==> config.mk <==
export PLATFORM = sky130hd
export DESIGN_NAME = dmem_arbiter_flat
export DESIGN_NICKNAME = d
export VERILOG_FILES = /design/src/rtl/dmem_arbiter_if.sv /design/src/rtl/dmem_arbiter.sv /design/src/flat_wrapper.sv
export SDC_FILE = /design/constraint.sdc
export NUM_CORES = 1
export LEC_CHECK = 0
export ABC_CLOCK_PERIOD_IN_PS = 5400
export CAP_MARGIN = 0
export CORE_AREA = 2 2 119 121
export CTS_CLUSTER_DIAMETER = 100
export DETAILED_ROUTE_END_ITERATION = 12
export DIE_AREA = 0 0 121 123
export GPL_TIMING_DRIVEN = 0
export SYNTH_ARGS = -nofsm -noshare
export SYNTH_HDL_FRONTEND = slang
export SYNTH_SLANG_ARGS = --single-unit
==> constraint.sdc <==
create_clock -name clk -period 5.4 [get_ports clk]
set_input_delay 1.08 -clock clk [delete_from_list [all_inputs] [get_ports clk]]
set_output_delay 1.08 -clock clk [all_outputs]
set_load 0.01 [all_outputs]
==> src/rtl/dmem_arbiter_if.sv <==
// Bus bundle between the CPU MEM stage, the aux master,
// the data-memory arbiter and the data memory itself.
interface dmem_arbiter_if #(
    parameter int WIDTH = 32
);
    logic             cpu_req;
    logic             cpu_we;
    logic [2:0]       cpu_mode;
    logic [WIDTH-1:0] cpu_addr;
    logic [WIDTH-1:0] cpu_wdata;
    logic             cpu_gnt;
    logic             cpu_stall;
    logic [WIDTH-1:0] cpu_rdata;

    logic             aux_req;
    logic             aux_lock;
    logic             aux_we;
    logic [2:0]       aux_mode;
    logic [WIDTH-1:0] aux_addr;
    logic [WIDTH-1:0] aux_wdata;
    logic             aux_gnt;
    logic [WIDTH-1:0] aux_rdata;
    logic             aux_rvalid;

    logic [2:0]       mem_mode;
    logic [WIDTH-1:0] mem_A;
    logic [WIDTH-1:0] mem_WD;
    logic             mem_WE;
    logic [WIDTH-1:0] mem_RD;

    logic             misalign_err;
    logic             owner;

    modport slave (
        input  cpu_req, cpu_we, cpu_mode, cpu_addr, cpu_wdata,
        output cpu_gnt, cpu_stall, cpu_rdata,
        input  aux_req, aux_lock, aux_we, aux_mode, aux_addr, aux_wdata,
        output aux_gnt, aux_rdata, aux_rvalid,
        output mem_mode, mem_A, mem_WD, mem_WE,
        input  mem_RD,
        output misalign_err, owner
    );

    modport master (
        output cpu_req, cpu_we, cpu_mode, cpu_addr, cpu_wdata,
        input  cpu_gnt, cpu_stall, cpu_rdata,
        output aux_req, aux_lock, aux_we, aux_mode, aux_addr, aux_wdata,
        input  aux_gnt, aux_rdata, aux_rvalid,
        input  mem_mode, mem_A, mem_WD, mem_WE,
        output mem_RD,
        input  misalign_err, owner
    );
endinterface

==> src/rtl/dmem_arbiter.sv <==
// Data-memory port arbiter: CPU priority, aux anti-starvation,
// locked aux bursts, and write suppression for bad accesses.
module dmem_arbiter #(
    parameter int WIDTH        = 32,
    parameter int STARVE_LIMIT = 4,
    parameter int BURST_MAX    = 8
) (
    input logic           clk,
    input logic           rst,
    dmem_arbiter_if.slave bus
);

    localparam int SW = $clog2(STARVE_LIMIT + 1);
    localparam int BW = $clog2(BURST_MAX);

    localparam logic [SW-1:0] STARVE_TOP = SW'(STARVE_LIMIT);
    localparam logic [SW-1:0] STARVE_ONE = SW'(1);
    localparam logic [BW-1:0] BURST_LAST = BW'(BURST_MAX - 1);
    localparam logic [BW-1:0] BURST_ONE  = BW'(1);

    localparam logic [2:0] MODE_W  = 3'b001;
    localparam logic [2:0] MODE_H  = 3'b010;
    localparam logic [2:0] MODE_B  = 3'b011;
    localparam logic [2:0] MODE_HU = 3'b100;
    localparam logic [2:0] MODE_BU = 3'b101;

    typedef enum logic {
        S_CPU = 1'b0,
        S_AUX = 1'b1
    } state_t;

    state_t          state_q;
    state_t          state_d;
    state_t          cur_state;
    logic [SW-1:0]   starve_q;
    logic [SW-1:0]   starve_d;
    logic [BW-1:0]   burst_q;
    logic [BW-1:0]   burst_d;

    logic            cpu_gnt;
    logic            aux_gnt;
    logic            any_gnt;
    logic            force_aux;
    logic            sel_we;
    logic [2:0]      sel_mode;
    logic [WIDTH-1:0] sel_addr;
    logic [WIDTH-1:0] sel_wdata;
    logic            access_bad;

    logic            err_q;
    logic            rvalid_q;
    logic [WIDTH-1:0] rdata_q;

    // True for misaligned or undefined-mode accesses.
    function automatic logic mode_bad(input logic [2:0] mode,
                                      input logic [1:0] lsb);
        case (mode)
            MODE_W:          return lsb != 2'b00;
            MODE_H, MODE_HU: return lsb[0];
            MODE_B, MODE_BU: return 1'b0;
            default:         return 1'b1;
        endcase
    endfunction

    // While reset is held the combinational side behaves as S_CPU.
    assign cur_state = rst ? S_CPU : state_q;
    assign force_aux = bus.aux_req && (starve_q == STARVE_TOP);

    always_comb begin
        cpu_gnt = 1'b0;
        aux_gnt = 1'b0;
        if (cur_state == S_CPU) begin
            priority case (1'b1)
                force_aux:   aux_gnt = 1'b1;
                bus.cpu_req: cpu_gnt = 1'b1;
                bus.aux_req: aux_gnt = 1'b1;
                default: ;
            endcase
        end else begin
            priority case (1'b1)
                bus.aux_req: aux_gnt = 1'b1;
                bus.cpu_req: cpu_gnt = 1'b1;
                default: ;
            endcase
        end
    end

    assign any_gnt = cpu_gnt | aux_gnt;

    always_comb begin
        state_d  = state_q;
        burst_d  = burst_q;
        starve_d = starve_q;
        unique case (cur_state)
            S_CPU: begin
                if (aux_gnt && bus.aux_lock) begin
                    state_d = S_AUX;
                    burst_d = BURST_ONE;
                end
            end
            S_AUX: begin
                if (!bus.aux_req) begin
                    state_d = S_CPU;
                    burst_d = '0;
                end else if (!bus.aux_lock || burst_q == BURST_LAST) begin
                    state_d = S_CPU;
                    burst_d = '0;
                end else begin
                    burst_d = burst_q + BURST_ONE;
                end
            end
            default: ;
        endcase
        if (!bus.aux_req || aux_gnt) begin
            starve_d = '0;
        end else if (cur_state == S_CPU && starve_q != STARVE_TOP) begin
            starve_d = starve_q + STARVE_ONE;
        end
    end

    always_comb begin
        sel_we    = 1'b0;
        sel_mode  = 3'b000;
        sel_addr  = '0;
        sel_wdata = '0;
        if (cpu_gnt) begin
            sel_we    = bus.cpu_we;
            sel_mode  = bus.cpu_mode;
            sel_addr  = bus.cpu_addr;
            sel_wdata = bus.cpu_wdata;
        end else if (aux_gnt) begin
            sel_we    = bus.aux_we;
            sel_mode  = bus.aux_mode;
            sel_addr  = bus.aux_addr;
            sel_wdata = bus.aux_wdata;
        end
    end

    assign access_bad = any_gnt && mode_bad(sel_mode, sel_addr[1:0]);

    always_ff @(posedge clk) begin
        if (rst) begin
            state_q  <= S_CPU;
            starve_q <= '0;
            burst_q  <= '0;
            err_q    <= 1'b0;
            rvalid_q <= 1'b0;
            rdata_q  <= '0;
        end else begin
            state_q  <= state_d;
            starve_q <= starve_d;
            burst_q  <= burst_d;
            err_q    <= access_bad;
            rvalid_q <= aux_gnt && !bus.aux_we;
            if (aux_gnt && !bus.aux_we) begin
                rdata_q <= bus.mem_RD;
            end
        end
    end

    assign bus.cpu_gnt      = cpu_gnt;
    assign bus.cpu_stall    = bus.cpu_req & ~cpu_gnt;
    assign bus.cpu_rdata    = bus.mem_RD;
    assign bus.aux_gnt      = aux_gnt;
    assign bus.aux_rdata    = rdata_q;
    assign bus.aux_rvalid   = rvalid_q;
    assign bus.mem_mode     = sel_mode;
    assign bus.mem_A        = sel_addr;
    assign bus.mem_WD       = sel_wdata;
    assign bus.mem_WE       = sel_we & ~access_bad;
    assign bus.misalign_err = err_q;
    assign bus.owner        = (state_q == S_AUX);

endmodule

==> src/flat_wrapper.sv <==
// flat-port wrapper written by rule: the top's interface ports become plain ports
module dmem_arbiter_flat 
#(
    parameter int WIDTH        = 32,
    parameter int STARVE_LIMIT = 4,
    parameter int BURST_MAX    = 8
)
  (clk, rst, bus_cpu_req, bus_cpu_we, bus_cpu_mode, bus_cpu_addr, bus_cpu_wdata, bus_cpu_gnt, bus_cpu_stall, bus_cpu_rdata, bus_aux_req, bus_aux_lock, bus_aux_we, bus_aux_mode, bus_aux_addr, bus_aux_wdata, bus_aux_gnt, bus_aux_rdata, bus_aux_rvalid, bus_mem_mode, bus_mem_A, bus_mem_WD, bus_mem_WE, bus_mem_RD, bus_misalign_err, bus_owner);
  dmem_arbiter_if #(.WIDTH(WIDTH)) bus_i ();
  input logic clk;
  input logic rst;
  input wire logic [$bits(bus_i.cpu_req)-1:0] bus_cpu_req;
  input wire logic [$bits(bus_i.cpu_we)-1:0] bus_cpu_we;
  input wire logic [$bits(bus_i.cpu_mode)-1:0] bus_cpu_mode;
  input wire logic [$bits(bus_i.cpu_addr)-1:0] bus_cpu_addr;
  input wire logic [$bits(bus_i.cpu_wdata)-1:0] bus_cpu_wdata;
  output wire logic [$bits(bus_i.cpu_gnt)-1:0] bus_cpu_gnt;
  output wire logic [$bits(bus_i.cpu_stall)-1:0] bus_cpu_stall;
  output wire logic [$bits(bus_i.cpu_rdata)-1:0] bus_cpu_rdata;
  input wire logic [$bits(bus_i.aux_req)-1:0] bus_aux_req;
  input wire logic [$bits(bus_i.aux_lock)-1:0] bus_aux_lock;
  input wire logic [$bits(bus_i.aux_we)-1:0] bus_aux_we;
  input wire logic [$bits(bus_i.aux_mode)-1:0] bus_aux_mode;
  input wire logic [$bits(bus_i.aux_addr)-1:0] bus_aux_addr;
  input wire logic [$bits(bus_i.aux_wdata)-1:0] bus_aux_wdata;
  output wire logic [$bits(bus_i.aux_gnt)-1:0] bus_aux_gnt;
  output wire logic [$bits(bus_i.aux_rdata)-1:0] bus_aux_rdata;
  output wire logic [$bits(bus_i.aux_rvalid)-1:0] bus_aux_rvalid;
  output wire logic [$bits(bus_i.mem_mode)-1:0] bus_mem_mode;
  output wire logic [$bits(bus_i.mem_A)-1:0] bus_mem_A;
  output wire logic [$bits(bus_i.mem_WD)-1:0] bus_mem_WD;
  output wire logic [$bits(bus_i.mem_WE)-1:0] bus_mem_WE;
  input wire logic [$bits(bus_i.mem_RD)-1:0] bus_mem_RD;
  output wire logic [$bits(bus_i.misalign_err)-1:0] bus_misalign_err;
  output wire logic [$bits(bus_i.owner)-1:0] bus_owner;
  assign bus_i.cpu_req = bus_cpu_req;
  assign bus_i.cpu_we = bus_cpu_we;
  assign bus_i.cpu_mode = bus_cpu_mode;
  assign bus_i.cpu_addr = bus_cpu_addr;
  assign bus_i.cpu_wdata = bus_cpu_wdata;
  assign bus_cpu_gnt = bus_i.cpu_gnt;
  assign bus_cpu_stall = bus_i.cpu_stall;
  assign bus_cpu_rdata = bus_i.cpu_rdata;
  assign bus_i.aux_req = bus_aux_req;
  assign bus_i.aux_lock = bus_aux_lock;
  assign bus_i.aux_we = bus_aux_we;
  assign bus_i.aux_mode = bus_aux_mode;
  assign bus_i.aux_addr = bus_aux_addr;
  assign bus_i.aux_wdata = bus_aux_wdata;
  assign bus_aux_gnt = bus_i.aux_gnt;
  assign bus_aux_rdata = bus_i.aux_rdata;
  assign bus_aux_rvalid = bus_i.aux_rvalid;
  assign bus_mem_mode = bus_i.mem_mode;
  assign bus_mem_A = bus_i.mem_A;
  assign bus_mem_WD = bus_i.mem_WD;
  assign bus_mem_WE = bus_i.mem_WE;
  assign bus_i.mem_RD = bus_mem_RD;
  assign bus_misalign_err = bus_i.misalign_err;
  assign bus_owner = bus_i.owner;
  dmem_arbiter #(.WIDTH(WIDTH), .STARVE_LIMIT(STARVE_LIMIT), .BURST_MAX(BURST_MAX)) u_core (.clk(clk), .rst(rst), .bus(bus_i));
endmodule
# Yosys cells after proc, flatten, opt, wreduce, memory -nomap -nowiden
# Cells that the tools add are included.
[word_totals] register_bits=41 input_bits=173 out_inout_bits=138 elab_cells=65
[op_classes] add_sub_neg=2 eq_ne=10 muxes=26 bitwise=6 n_reduce_logical=15
[op_table] cell="32-bit two-way mux" n=4
[op_table] cell="3-bit two-way mux" n=5
[op_table] cell="1-bit two-way mux" n=14
[op_table] cell="3-bit equality test (second input constant)" n=4
[op_table] cell="3-bit by 1-bit adder with 3-bit output (second input constant)" n=2
[op_table] cell="3-bit by 2-bit equality test with 1-bit output (second input constant)" n=2
[op_table] cell="3-bit != test (second input constant)" n=2
[op_table] cell="3-bit case mux with 2 select lines" n=1
[op_table] cell="2-bit OR reduction" n=3
[op_table] cell="1-bit logical AND" n=5
[op_table] cell="3-bit by 1-bit equality test with 1-bit output (second input constant)" n=1
[op_table] cell="1-bit logical NOT" n=3
[op_table] cell="1-bit inverter" n=3
[op_table] cell="1-bit case mux with 3 select lines" n=1
[op_table] cell="1-bit AND" n=2
[op_table] cell="1-bit logical OR" n=2
[op_table] cell="2-bit by 1-bit != test with 1-bit output (second input constant)" n=1
[op_table] cell="1-bit case mux with 2 select lines" n=1
[op_table] cell="2-bit AND reduction" n=1
[op_table] cell="2-bit nonzero test" n=1
[op_table] cell="1-bit OR" n=1

# Logic depth before layout (Yosys ltp)
[depth] depth_word=12 depth_mapped=9 depth_no_buf=6

# Worst setup path before layout
# OpenSTA, ideal clock, no wires.
[synth_path] kind="input port to output port" startpoint="input port rst" endpoint="output port bus_mem_WD[10]" arrival_ns=2.342 t_required_ns=4.320 path_slack_ns=1.978 path_stages=8 n_path_buf=4 cell_sequence="nand2b_1 > buf_2 > a21o_1 > and2_1 > clkbuf_1 > buf_6 > buf_6 > a22o_1"
[synth_via] elab_chain_len=4 elab_cells_between_ends=5 cone_classes="mux: 5"
[synth_lines] element="from (decl)" line_no="flat_wrapper.sv:11" text="input logic rst;"
[synth_lines] element="1-bit two-way mux *" line_no="dmem_arbiter.sv:66" text="assign cur_state = rst ? S_CPU : state_q;"
[synth_lines] element="1-bit two-way mux" line_no="dmem_arbiter.sv:72" text="if (cur_state == S_CPU) begin"
[synth_lines] element="32-bit two-way mux" line_no="dmem_arbiter.sv:131" text="end else if (aux_gnt) begin"
[synth_lines] element="32-bit two-way mux *" line_no="dmem_arbiter.sv:126" text="if (cpu_gnt) begin"
[synth_lines] element="to (decl)" line_no="flat_wrapper.sv:31" text="output wire logic [$bits(bus_i.mem_WD)-1:0] bus_mem_WD;"
# Every way passes the cells marked *; elsewhere a longest branch is shown, timed or not.

# Worst setup path after layout
[layout_path] startpoint="input port rst" endpoint="output port bus_mem_mode[1]"
[layout_via] elab_chain_len=4 elab_cells_between_ends=5 cone_classes="mux: 5"
[layout_lines] element="1-bit two-way mux *" line_no="dmem_arbiter.sv:66"
[layout_lines] element="1-bit two-way mux" line_no="dmem_arbiter.sv:72"
[layout_lines] element="3-bit two-way mux" line_no="dmem_arbiter.sv:131"
[layout_lines] element="3-bit two-way mux *" line_no="dmem_arbiter.sv:126"
[layout_lines] element="to (decl)" line_no="flat_wrapper.sv:29" text="output wire logic [$bits(bus_i.mem_mode)-1:0] bus_mem_mode;"
# Marks and branches as above.

==> summary.md <==
| Metric | Value |
|---|---|
| Outcome | `finished clean` |
| Int Power | `0.817 mW` |
| Clock power frac | `31.8%` |
| Worst R2R Setup Slack | `3380 ps` |
| Routed Antenna Nets | `0` |
| Grt total ovfl | `0` |
| Max cap viols | `0` |
| Num CTS Buffers | `5` |
| Top-Level Pins | `311` |
| Final period util | `88.4%` |
| Detailed router's first-iteration violation count | `132` |
| Core box area | `13,600 um^2` |
| CTS Buffer Depth | `2` |
| Die area | `14,900 um^2` |
| Worst-margin pin slew | `559 ps` |
| Fin. Hold Viols | `0` |
| CP startpoint | `rst` |
| CTS Hold Bufs | `0` |
| Post-synth ARST share | `0%` |
| Hold path cells | `2` |
| Clk pin slew, worst setup/hold paths | `60 ps` |
| Tot GR Track Use | `17.3%` |
| WS Path Type | `in -> out` |
| Most frequent cells in the layout | `309 x clkdlybuf4s50_1, 70 x nand2_1, 67 x a22o_1, 41 x dfxtp_1, 35 x a21oi_1` |
| Setup violators final | `0` |
| CTS tree | `done` |
| Via count | `3,594` |
| Mapped cell area | `2560 um^2` |
| Setup TNS | `0 ps` |
| Ys Warns | `0` |
| DR vias/cell | `4.39` |
| Sw Pwr | `0.275 mW` |
| EDFF count, synth | `0` |
| Setup crit start kind | `primary input` |
| Synthesized flop and latch total | `41` |
| Netlist cell types | `35` |
| CTS resizes | `0` |
| CTS H-tree lvls | `2` |
| Pwr Density | `180 nW/um^2` |
| Peak supply drop | `0.000147 V` |
| RR Startpoint | `u_core.starve_q[0]` |
| Sequential Power Share | `29.2%` |
| DPL Wire Length | `11,600 um` |
| Post-synthesis cell count | `320` |
| First drt pass iteration count | `4` |
| First-pass GRT wire length | `20,100 um` |
| Sink Count | `41` |
| Pin count of the biggest net entering global routing | `13` |
| Comb pwr share | `39.0%` |
| Mapped Avg Cell Area | `8.02 um^2` |
| Area grow syn2layout | `136%` |
| Overall Power | `1.09 mW` |
| Net Count, Synth | `497` |
| RSZ-0062 raised after global routing | `false` |
| Worst Clk Skew | `5.56 ps` |
| Initial cell density of the core | `18.8%` |
| Wire length per cell after detailed routing | `17.1 um` |
| GP Congestion | `0.854` |
| P_leak | `2.29 nW` |
| CTS root buf | `clkbuf_16` |
| End point of the critical path | `bus_mem_mode[1]` |
| Insertion delay to the later sink of the worst-skew pair | `280 ps` |
| Main flop type after synthesis | `dfxtp_1` |
| Initial antenna violation count | `1` |
| Sequential-to-total area share from yosys stat | `32.0%` |
| Die width | `121 um` |
| R2R depth | `7` |
| Pins over their slew limit | `0` |
| Routed wire length | `14,000 um` |
| Most common cell after layout, fill and taps aside | `clkdlybuf4s50_1` |
| Vias in the first global route | `3,628` |
| Setup repair bufs after CTS | `0` |
| Switch share | `25.2%` |
| Worst-path maximum fanout | `10` |
| Period minus WS final | `4770 ps` |
| Layout cells sized above 1 | `8.32%` |
| Worst EP arrival | `3690 ps` |
| DRC errors left | `0` |
| Crit end category | `output port` |
| Final net count | `813` |
| Rows | `43` |
| Max transition margin | `62.6%` |
| Required time of the worst setup path | `4320 ps` |
| PortBufs | `309` |
| Fmax | `210 MHz` |
| Die Y-Extent | `123 um` |
| Hold Slack | `452 ps` |
| Hold crit path type | `reg -> reg` |
| Worst r2r dst | `u_core.bus.aux_rdata[23]` |
## registers in the layout, indices dropped and copies added, names as in the netlist
| signal | count |
|---|---|
| u_core.bus.aux_rdata | 32 |
| u_core.burst_q | 3 |
| u_core.starve_q | 3 |
| u_core.bus.aux_rvalid | 1 |
| u_core.bus.misalign_err | 1 |
| u_core.bus.owner | 1 |
## through the flow
| step | util (%) | setup slack, ps | instances | area [um^2] |
|---|---|---|---|---|
| after floorplan | - | 1980 | 320 | 2560 |
| after global placement | 43.2 | 600 | 809 | 5880 |
| after detailed placement | 43.2 | 568 | 809 | 5880 |
| after CTS | 44.5 | 561 | 817 | 6060 |
| after global routing | 44.5 | 402 | 818 | 6060 |
| final | 44.5 | 628 | 818 | 6060 |
## cell families after synthesis
kind of cell	Yosys count	share of synthesized area, %
buffers and inverters	65	15.4
adders and majority gates	4	1.95
DFF	41	32.0
AOI/OAI and AO/OA	118	35.4
xor gates and xnor gates	1	0.342
and+or+nand+nor	91	14.9
## power by group through the flow
stage	sequential (mW)	combinational [mW]	clock, mW
floorplan	0.329	0.135	0
global placement	0.324	0.424	0
detailed placement	0.325	0.426	0
CTS	0.319	0.429	0.357
global route	0.320	0.450	0.371
finish	0.318	0.426	0.347
## metal layers
metal | GRT usage (%) | routed length, um
met5 | 0 | 0
met4 | 5.96 | 380
met1 | 20.1 | 5590
met2 | 30.6 | 6820
met3 | 4.75 | 1230
## worst max-delay path: stages
cell	delay, ps
clkdlybuf4s50_1	520
nand2b_1	190
buf_2	160
a31oi_2	510
clkbuf_1	440
a22o_1	210
clkdlybuf4s50_1	580
## area by class of cell
type	count	area, um^2
fillers	1362	7550
repair buffers	309	3090
multi-input cells	214	1350
flip-flops and latches	41	821
plain buffers	59	373
well taps	180	225
clock buffers	7	143
clock inverters	1	30.0
inverters	6	22.5
diodes	1	2.50
## synthesized netlist by cell type (2+ instances only)
| cell | count | share of area, % |
|---|---|---|
| nand3_1 | 3 | 0.59 |
| ha_1 | 4 | 2.0 |
| a21o_1 | 2 | 0.59 |
| buf_4 | 32 | 9.4 |
| buf_6 | 3 | 1.3 |
| and2_1 | 2 | 0.49 |
| a22o_1 | 67 | 23 |
| a21oi_1 | 35 | 6.8 |
| nand2b_1 | 4 | 0.98 |
| dfxtp_1 | 41 | 32 |
| inv_1 | 6 | 0.88 |
| clkbuf_1 | 17 | 2.5 |
| nand2_1 | 70 | 10 |
| nor2_1 | 6 | 0.88 |
| buf_2 | 7 | 1.4 |
| o32ai_1 | 2 | 0.68 |
## how the worst min path moves through the flow
stage	end	slack, ps	startpoint
2_1_floorplan	u_core.starve_q[0]	420	u_core.starve_q[0]
3_3_place_gp	u_core.starve_q[0]	430	u_core.starve_q[0]
3_5_place_dp	u_core.bus.aux_rdata[30]	450	u_core.bus.aux_rdata[30]
4_1_cts	u_core.bus.aux_rdata[30]	450	u_core.bus.aux_rdata[30]
5_1_grt	u_core.bus.aux_rdata[13]	470	u_core.bus.aux_rdata[13]
6_report	u_core.bus.aux_rdata[13]	450	u_core.bus.aux_rdata[13]
Power figures use the tool's default switching activity.
==> edit: new RTL, same flow settings <==
Make the reset (`rst`) asynchronous in one clocked block.
--- a/src/rtl/dmem_arbiter.sv
+++ b/src/rtl/dmem_arbiter.sv
@@ -138,7 +138,7 @@
 
     assign access_bad = any_gnt && mode_bad(sel_mode, sel_addr[1:0]);
 
-    always_ff @(posedge clk) begin
+    always_ff @(posedge clk or posedge rst) begin
         if (rst) begin
             state_q  <= S_CPU;
             starve_q <= '0;
Check against the original RTL: differs if rst is asserted again (counterexample within 4 cycles, from zero or initial values and one cycle with rst high); with rst held inactive, the same outputs for 4 cycles.
==> edit against the original RTL <==
  * Final area rose by 1.3%
  * Critical path type unchanged
  * Wire length fell by 6.5%
  * Setup slack improved by 0.24 ns
  * Sequential cell count did not move
  * Synthesized area rose by 4.0%
  * Total power rose by 19%
  * Core utilization rose by 0.59 points
  * Die area did not move
  * Non-clock buffer count fell by 8
  * Worst hold slack improved by 0.020 ns
==> edit: results (changes against the original RTL) <==
| Metric | Value |
|---|---|
| Status | finished clean |
| GR Util met2 | 0.279 (-0.0267) |
| Input/output buffers | 310 (+0.32%) |
| Layout non-clock buf frac | 0.562 (-0.00991) |
| Synth Area in XOR/XNOR | 0.00328 (-0.000131) |
| Worst R2R Start | u_core.starve_q[0]$_DFFE_PP0P_ |
| Post-synth top flop | dfrtp_1 |
| Dpl hpwl | 10.9 mm (-6.0%) |
| Synth Area in Compound Gates | 0.271 (-0.0830) |
| Register area | 1030 um2 (+25%) |
| Met3 Usage GRT | 0.0535 (+0.00600) |
| Worst slew margin | 0.408 (-0.218) |
| Worst Hold Launch | u_core.starve_q[0]$_DFFE_PP0P_ |
| Worst Hold Endpoint | u_core.starve_q[0]$_DFFE_PP0P_ |
| Register area share after synthesis | 0.385 (+0.0646) |
| Multi-input logic cell count | 143 (-33%) |
| Asr flop ratio synth | 1.00 (+1.00) |
| Pleak | 2.54 nW (+11%) |
| WL/cell | 17.8 um (+3.9%) |
| Placed Instances | 728 (-10%) |
| Fill cells | 1,285 (-5.7%) |
| Non-CTS inverters | 4 (-2) |
| P_comb | 0.000615 W (+44%) |
| Maximum vdd ir drop | 0.000130 V (-12%) |
| Initial antenna violation count | 0 (-1) |
| Clock-cell share | 0.0232 (-0.00526) |
| Crit path DAT | 3.45 ns (-0.24 ns) |
| Initial drt markers | 157 (+19%) |
| Clock Skews | 0.00537 ns (-0.000185 ns) |
| Number of antenna diodes | 0 (-1) |
| Hold Crit Depth | 1 (-1) |
| Reg2reg end | u_core.bus.aux_rdata[5]$_DFFE_PP0P_ |
| Mux share of post-synthesis cell area | 0.139 (+0.139) |
| Total number of vias | 3,218 (-10%) |
| Met1 GRT Util | 0.205 (+0.00338) |
| First-pass GRT wire length | 19.0 mm (-5.4%) |
| Synth cell count leaders | a22o_1, dfrtp_1, buf_4 |
| Synth area leaders | dfrtp_1, a22o_1, mux2_2, buf_4, ha_1 |
| Post-synthesis cell count | 238 (-26%) |
| Multi-input combinational area share | 0.208 (-0.0143) |
==> edit: cell count changes after synthesis, sizes merged, moves of 5 or more <==
cell / change
a21oi: -33
mux2: +33
o21ai: +5
dfrtp: +41
clkbuf: -9
nand2: -65
dfxtp: -41
==> edit: how the worst max path moves through the flow <==
stage / cells past startpoint / endpoint / slack [ns] / startpoint
final: 7 / bus_mem_WE / 0.87 / bus_aux_req
after global routing: 7 / bus_mem_WE / 0.65 / bus_aux_req
after CTS: 7 / bus_mem_WE / 0.78 / bus_aux_req
after detailed placement: 7 / bus_mem_WE / 0.80 / bus_aux_req
after global placement: 7 / bus_mem_WE / 0.82 / bus_aux_req
after floorplan: 6 / bus_mem_WE / 2.16 / rst
==> edit: kinds of logic after synthesis <==
logic type / after synthesis
and+or+nand+nor: 21
AOI/OAI and AO/OA: 84
adders and majority gates: 4
xor gates and xnor gates: 1
DFF: 41
muxes: 33
buffers and inverters: 54
==> edit: through the flow <==
step | cell area [um2] | power, W | setup slack (ns)
6_report | 6140 | 0.00130 | 0.873
4_1_cts | 6140 | 0.00132 | 0.782
3_3_place_gp | 6000 | 0.00101 | 0.822
5_1_grt | 6140 | 0.00137 | 0.652
2_1_floorplan | 2670 | 0.000616 | 2.16
3_5_place_dp | 6000 | 0.00102 | 0.802
==> edit: metal layers <==
layer	vias to the layer above	routed length [um]
met4	0	187
met1	1517	5190
met5	-	0
li1	1508	-
met2	180	6470
met3	13	1260
==> edit: worst reg2reg max path: stages (launching register included) <==
cell and delay (ns):
dfrtp_1 0.40, inv_1 0.06, ha_1 0.14, nand2_1 0.13, and3_4 0.24, nor3_4 0.33, buf_6 0.22, mux2_2 0.35
